<file path="config.mk">
export PLATFORM = sky130hd
export DESIGN_NAME = ex_mem_pipe_stage
export DESIGN_NICKNAME = d
export VERILOG_FILES = /design/src/rtl/ex_mem_pipe_stage.sv
export SDC_FILE = /design/constraint.sdc
export NUM_CORES = 1
export LEC_CHECK = 0
export ABC_AREA = 1
export BUFFER_PORTS_ARGS = -buffer_cell sky130_fd_sc_hd__buf_4
export CAP_MARGIN = 20
export CORE_UTILIZATION = 43
export DETAILED_ROUTE_END_ITERATION = 16
export PLACE_DENSITY = 0.66
export SKIP_LAST_GASP = 1
export SYNTH_ARGS = -nofsm -noshare
export SYNTH_HDL_FRONTEND = slang
export SYNTH_SLANG_ARGS = --single-unit
</file>
<file path="constraint.sdc">
create_clock -name clk -period 6.83 [get_ports clk]
set_clock_uncertainty 0.2 [all_clocks]
set_input_delay 0.683 -clock clk [delete_from_list [all_inputs] [get_ports clk]]
set_output_delay 0.683 -clock clk [all_outputs]
set_load 0.01 [all_outputs]
</file>
<file path="src/rtl/ex_mem_pipe_stage.sv">
// EX/MEM pipeline stage with a valid/ready handshake, an optional skid entry,
// a synchronous flush that inserts a bubble, and a saturating stall counter.
module ex_mem_pipe_stage #(
    parameter int CTRL_W = 4,
    parameter int DATA_W = 32,
    parameter int REG_W  = 5,
    parameter int SKID   = 1,
    parameter int CNT_W  = 16
) (
    input  logic              clk,
    input  logic              rst,
    input  logic              flush,
    input  logic              in_valid,
    output logic              in_ready,
    input  logic [CTRL_W-1:0] ctrl_in,
    input  logic              zero_in,
    input  logic [DATA_W-1:0] alu_result_in,
    input  logic [DATA_W-1:0] write_data_in,
    input  logic [REG_W-1:0]  dest_reg_in,
    output logic              out_valid,
    input  logic              out_ready,
    output logic [CTRL_W-1:0] ctrl_out,
    output logic              zero_out,
    output logic [DATA_W-1:0] alu_result_out,
    output logic [DATA_W-1:0] write_data_out,
    output logic [REG_W-1:0]  dest_reg_out,
    output logic [1:0]        occupancy,
    output logic [CNT_W-1:0]  stall_cycles
);

    localparam int PW = CTRL_W + 1 + 2 * DATA_W + REG_W;
    localparam logic [CNT_W-1:0] CNT_ONE = {{(CNT_W-1){1'b0}}, 1'b1};

    // State encoding doubles as the occupancy count.
    typedef enum logic [1:0] {
        ST_EMPTY = 2'd0,
        ST_ONE   = 2'd1,
        ST_FULL  = 2'd2
    } state_t;

    state_t          r_state;
    state_t          w_state_next;
    logic [PW-1:0]   w_in;
    logic [PW-1:0]   r_m;
    logic [PW-1:0]   w_s;
    logic            w_out_valid;
    logic            w_accept;
    logic            w_drain;
    logic            w_load_m_in;
    logic            w_load_m_skid;
    logic            w_load_s;
    logic [CNT_W-1:0] r_stall;

    assign w_in        = {ctrl_in, zero_in, alu_result_in, write_data_in, dest_reg_in};
    assign w_out_valid = (r_state != ST_EMPTY);
    assign w_accept    = in_valid & in_ready;
    assign w_drain     = w_out_valid & out_ready;

    generate
        if (SKID != 0) begin : g_skid
            logic [PW-1:0] r_s;

            always_ff @(posedge clk or posedge rst) begin
                if (rst) begin
                    r_s <= '0;
                end else if (w_load_s) begin
                    r_s <= w_in;
                end
            end

            assign w_s      = r_s;
            // Registered decode only: no path from out_ready to in_ready.
            assign in_ready = (r_state != ST_FULL) & ~flush;
        end else begin : g_single
            assign w_s      = '0;
            assign in_ready = (~w_out_valid | out_ready) & ~flush;
        end
    endgenerate

    always_ff @(posedge clk or posedge rst) begin
        if (rst) begin
            r_state <= ST_EMPTY;
        end else begin
            r_state <= w_state_next;
        end
    end

    always_comb begin
        w_state_next  = r_state;
        w_load_m_in   = 1'b0;
        w_load_m_skid = 1'b0;
        w_load_s      = 1'b0;
        if (flush) begin
            w_state_next = ST_EMPTY;
        end else begin
            case (r_state)
                ST_EMPTY: begin
                    if (w_accept) begin
                        w_state_next = ST_ONE;
                        w_load_m_in  = 1'b1;
                    end
                end
                ST_ONE: begin
                    if (w_accept) begin
                        // Without a skid entry, accept implies drain in this state.
                        if (w_drain || SKID == 0) begin
                            w_load_m_in = 1'b1;
                        end else begin
                            w_state_next = ST_FULL;
                            w_load_s     = 1'b1;
                        end
                    end else if (w_drain) begin
                        w_state_next = ST_EMPTY;
                    end
                end
                ST_FULL: begin
                    if (w_drain) begin
                        w_state_next  = ST_ONE;
                        w_load_m_skid = 1'b1;
                    end
                end
                default: w_state_next = ST_EMPTY;
            endcase
        end
    end

    always_ff @(posedge clk or posedge rst) begin
        if (rst) begin
            r_m <= '0;
        end else if (w_load_m_in) begin
            r_m <= w_in;
        end else if (w_load_m_skid) begin
            r_m <= w_s;
        end
    end

    always_ff @(posedge clk or posedge rst) begin
        if (rst) begin
            r_stall <= '0;
        end else if (w_out_valid && !out_ready && r_stall != {CNT_W{1'b1}}) begin
            r_stall <= r_stall + CNT_ONE;
        end
    end

    // Bubbles must never assert MemWrite/RegWrite downstream.
    assign out_valid      = w_out_valid;
    assign ctrl_out       = w_out_valid ? r_m[PW-1 -: CTRL_W] : '0;
    assign zero_out       = w_out_valid & r_m[PW-CTRL_W-1];
    assign alu_result_out = r_m[2*DATA_W+REG_W-1 -: DATA_W];
    assign write_data_out = r_m[DATA_W+REG_W-1 -: DATA_W];
    assign dest_reg_out   = r_m[REG_W-1:0];
    assign occupancy      = r_state;
    assign stall_cycles   = r_stall;

endmodule

</file>
# == Word level (Yosys, flattened, before mapping) ==
# Cells that the tools add are included.
# word_totals
out_inout_bits,94
reg_bits,166
elab_cells,46
# op_classes
bitwise,5
n_eq_ne,8
reduce_logical,7
n_mux,21
n_addsub,1
# ops
cell,count
$mux 74,2
$add 16x1->16 const B,1
$ne 16x16->1 const B,1
$mux 2,6
$mux 1,10
$ne 4x4->1 const B,2
$ne 3x3->1 const B,2
$pmux 2 s3,1
$and 1x1->1,4
$mux 4,1
$reduce_and 4->1,1
$reduce_bool 2->1,2
$eq 2x1->1 const B,1
$eq 2x2->1 const B,1
$logic_and 1x1->1,2
$logic_not 2->1,1
$ne 2x2->1 const B,1
$pmux 1 s2,1
$logic_not 1->1,1
$not 1->1,1

# == Logic depth before layout (Yosys ltp) ==
# depth
depth_word,7
mapped_depth,9

# == Worst setup path before layout ==
# No wires, ideal clock.
# synth_path
kind,reg2reg
from,register r_stall[1] (netlist: stall_cycles[1])
to,register r_stall[4] (netlist: stall_cycles[4])
t_required_ns,6.514
n_path_buf,1
setup_ns,0.116
arrival_ns,1.546
setup_slack_ns,4.968
path_stages_with_launch,10
synth_period_minus_slack_ns,1.862
path_cell_list,dfrtp_1 > ha_1 > inv_1 > nor2_4 > nand2_2 > o21ai_4 > inv_2 > buf_6 > nand2_1 > nand2_1
# synth_between
elab_chain_cells,2
elab_cells_between_ends,3
cone_classes,add/sub: 1; eq/ne: 1; reduce/logical: 1
# synth_lines
item,line_no,text
from (decl),52,logic [CNT_W-1:0] r_stall;
from (signal assigned),141,r_stall <= r_stall + CNT_ONE;
branches (longest 2 deep; another with $add 16x1->16),--,
# Parallel ways; which one is timed is not known.
# A chain may end at the register's enable or synchronous reset.

# == Final worst setup path ==
# layout_path
from,register r_state[0] (netlist: occupancy[0])
to,register r_m[43]
# layout_between
elab_chain_cells,7
elab_cells_between_ends,17
cone_classes,eq/ne: 3; mux: 8; bitwise: 3; reduce/logical: 3
# layout_lines
item,line_no,text
from (decl),41,state_t r_state;
from (signal assigned),84,r_state <= w_state_next;
$ne 2x2->1 / $reduce_bool 2->1 (equally long branches),"73, 55",
"$and 1x1->1, on equally long branches","73, 57",
$and 1x1->1 / $mux 1 (equally long branches),"56, 106, 117",
"$mux 1, on equally long branches","104, 98",
$pmux 1 s2,96,case (r_state)
$mux 1,93,if (flush) begin
$mux 74 / $reduce_bool 2->1 (equally long branches),--,
to (signal assigned),131,r_m <= w_in;
to (signal assigned),133,r_m <= w_s;
to (decl),44,logic [PW-1:0] r_m;
# Several ways; a longest one is shown, not always the timed one.

==> impl_metrics.toml <==
[power_and_ir_drop]
comb_power_share_pct = 25.5
leakage_nw = 4.81
vdd_drop_max_v = 0.000182
switching_share_pct = 30.5
seqPwrFrac_pct = 45.2
p_clk_share_pct = 29.3
switching_power_mw = 1.01
p_int_mw = 2.30
power_density_mw_per_mm2 = 356
p_total_mw = 3.30

[grt]
grt_max_degree = 104
overflow = 0
grtUsageTotal_pct = 18.6
antenna_found_initial = 0
grt_pass1_vias = 5494
grt_pass1_wl_um = 27000

[synthesis]
synthTopCellsByArea = "dfrtp_1, nand2_1, buf_4, o21ai_0, a21oi_1"
synth.cell_area_mm2 = 0.00786
avgSynthCellArea_um2 = 8.18
synth_flop_cell = "dfrtp_1"
yosysMostFrequentCell = "nand2_1"
syn_inst = 961
yosys.area.top_type = "dfrtp_1"
synth_edf_count = 0
synth_top_area_share_pct = 52.8
yosysUniqueCellTypes = 22
ys.warnings.count = 0
synth_seq_cells = 166
yosys-top-cells-count = "nand2_1, dfrtp_1, nor2_1"
ys_seq_area_share_pct = 52.8
synth-async-reset-ratio_pct = 100
synth_nets = 1041

[setup_path]
start_kind = "register"
rrSetupSlack_ps = 3710
endpoint_kind = "register"
path_class = "register to register"
required_ps = 6990
worstPathArrival_ps = 3270
cp_max_fo = 75

[drt]
first_pass_iters = 5
drc_errors = 0
ant_nets = 0
drt_iter0_drc = 377
post_drt_wl_per_cell_um = 12.9
avgViaCountPerCell = 4.63
finalWirelength_um = 16600
num_vias = 5951

[floorplanning]
core_mm2 = 0.0180
die_w_um = 137
boundaryPins = 173
std_cell_rows = 49
fp.dieArea_mm2 = 0.0188
start_util_pct = 43.8
die_h_um = 137

[clocking]
hold_buffers = 0
cts.sinks = 166
clockBufferDepth = 2
htree_num_levels = 4
cts_resized = 0
post_cts_buffers = 0
cts_tree = "yes"
clk_pin_slew_ps = 60
cts_root_buf = "clkbuf_16"
clkLatencyLatePin_ps = 420
numCtsBuffers = 17

[timing]
slew_headroom_pct = 37.9
hold_violations = 0
rsz0062_at_grt = "no"
setup_tns_ps = 0
fin_crit_ps = 3120
slew_violations = 0
setup_viol = 0
worst_pin_slew_ps = 932
post-route-period-util_pct = 45.6
max_freq_ghz = 0.321
hold_slack_ps = 234

[outcome]
status = "finished, final reports clean"

[final_layout]
layout-drive-gt1-share_pct = 20.6
antenna_cells = 0
nets = 1125
num-fill-cells = 1692
syn_to_final_growth_pct = 18.0
fin_util_pct = 51.7

[placed_design]
post-dp-hpwl_um = 10700
gpl.final_weighted_congestion = 0.813
io_buffers = 172

[flow_run]
max_cap_viol_count = 0

[min_path]
hold_class = "input pin to async pin"
cells in the final DEF, fill, tap and decap left out, types with 3 or more instances in the layout:
cell       count
o21ai_0       80
inv_2          3
inv_6          3
nand3_1        8
buf_4        176
nand4_1        6
a21oi_1       75
clkbuf_8       4
nand2_1      302
nor2_4         4
clkbuf_16     17
clkinv_4       3
xnor2_1        6
inv_1         92
nor2_1        98
dfrtp_1      166
cell type report:
type	count	area, um^2	share of cell area [%]
clock buffer	22	484	5.22
sequential	166	4150	44.8
inverter	96	365	3.94
timing repair buffer	176	1320	14.2
clock inverter	9	116	1.25
multi-input combinational	588	2550	27.5
tap	229	287	3.09
path summary, 6_finish.rpt:
kind                       cells after the start        endpoint      startpoint
max in group asynchronous                      3  g_skid.r_s[48]             rst
max                                            7         r_m[43]    occupancy[0]
max reg2reg                                    7         r_m[43]    occupancy[0]
min reg2reg                                    2         r_m[35]         r_m[35]
min in group clk                               3          r_m[3]  dest_reg_in[3]
min                                            2         r_m[49]             rst
kinds of logic (layout without fill, tap and decap cells):
family                     after synthesis  in the layout  share of synthesized area, %
adders and majority gates                1              1                         0.159
AOI/OAI and AO/OA                      158            158                          10.3
DFF                                    166            166                          52.8
xor gates and xnor gates                 8              8                         0.891
and+or+nand+nor                        421            421                          20.7
buffers and inverters                  207            303                          15.2
state kept, by name, indices dropped and copies added (netlist names):
name,flops
g_skid.r_s,74
stall_cycles,16
occupancy,2
r_m,74
layer usage:
metal  routed length (um)  GRT usage, %  part of all wire, %
met1                 8090          26.2                   49
met2                 7450          28.2                   45
met3                  878          4.19                  5.3
met4                  218          6.47                  1.3
met5                    0             0                    0
stage by stage:
step / setup slack (ps) / cells / cell area [um^2]
finish: 3710 / 1286 / 9280
global route: 3420 / 1286 / 9280
CTS: 3670 / 1286 / 9280
detailed placement: 3480 / 1255 / 8680
global placement: 3540 / 1255 / 8680
floorplan: 1460 / 961 / 7860
worst max-delay path, stage by stage, from the launching register on:
cell	delay, ps
dfrtp_1	530
nor2_1	150
nand3_4	630
inv_2	90
nor2_4	660
buf_4	530
nand2_1	110
nand2_1	80
power groups by stage:
stage	clock (mW)	sequential, mW	combinational [mW]
after floorplan	0	1.47	0.681
after global placement	0	1.51	0.825
after detailed placement	0	1.51	0.848
after CTS	0.989	1.50	0.853
after global routing	1.03	1.54	0.965
final	0.968	1.50	0.841
No activity file was read; power rests on OpenSTA's default activity.
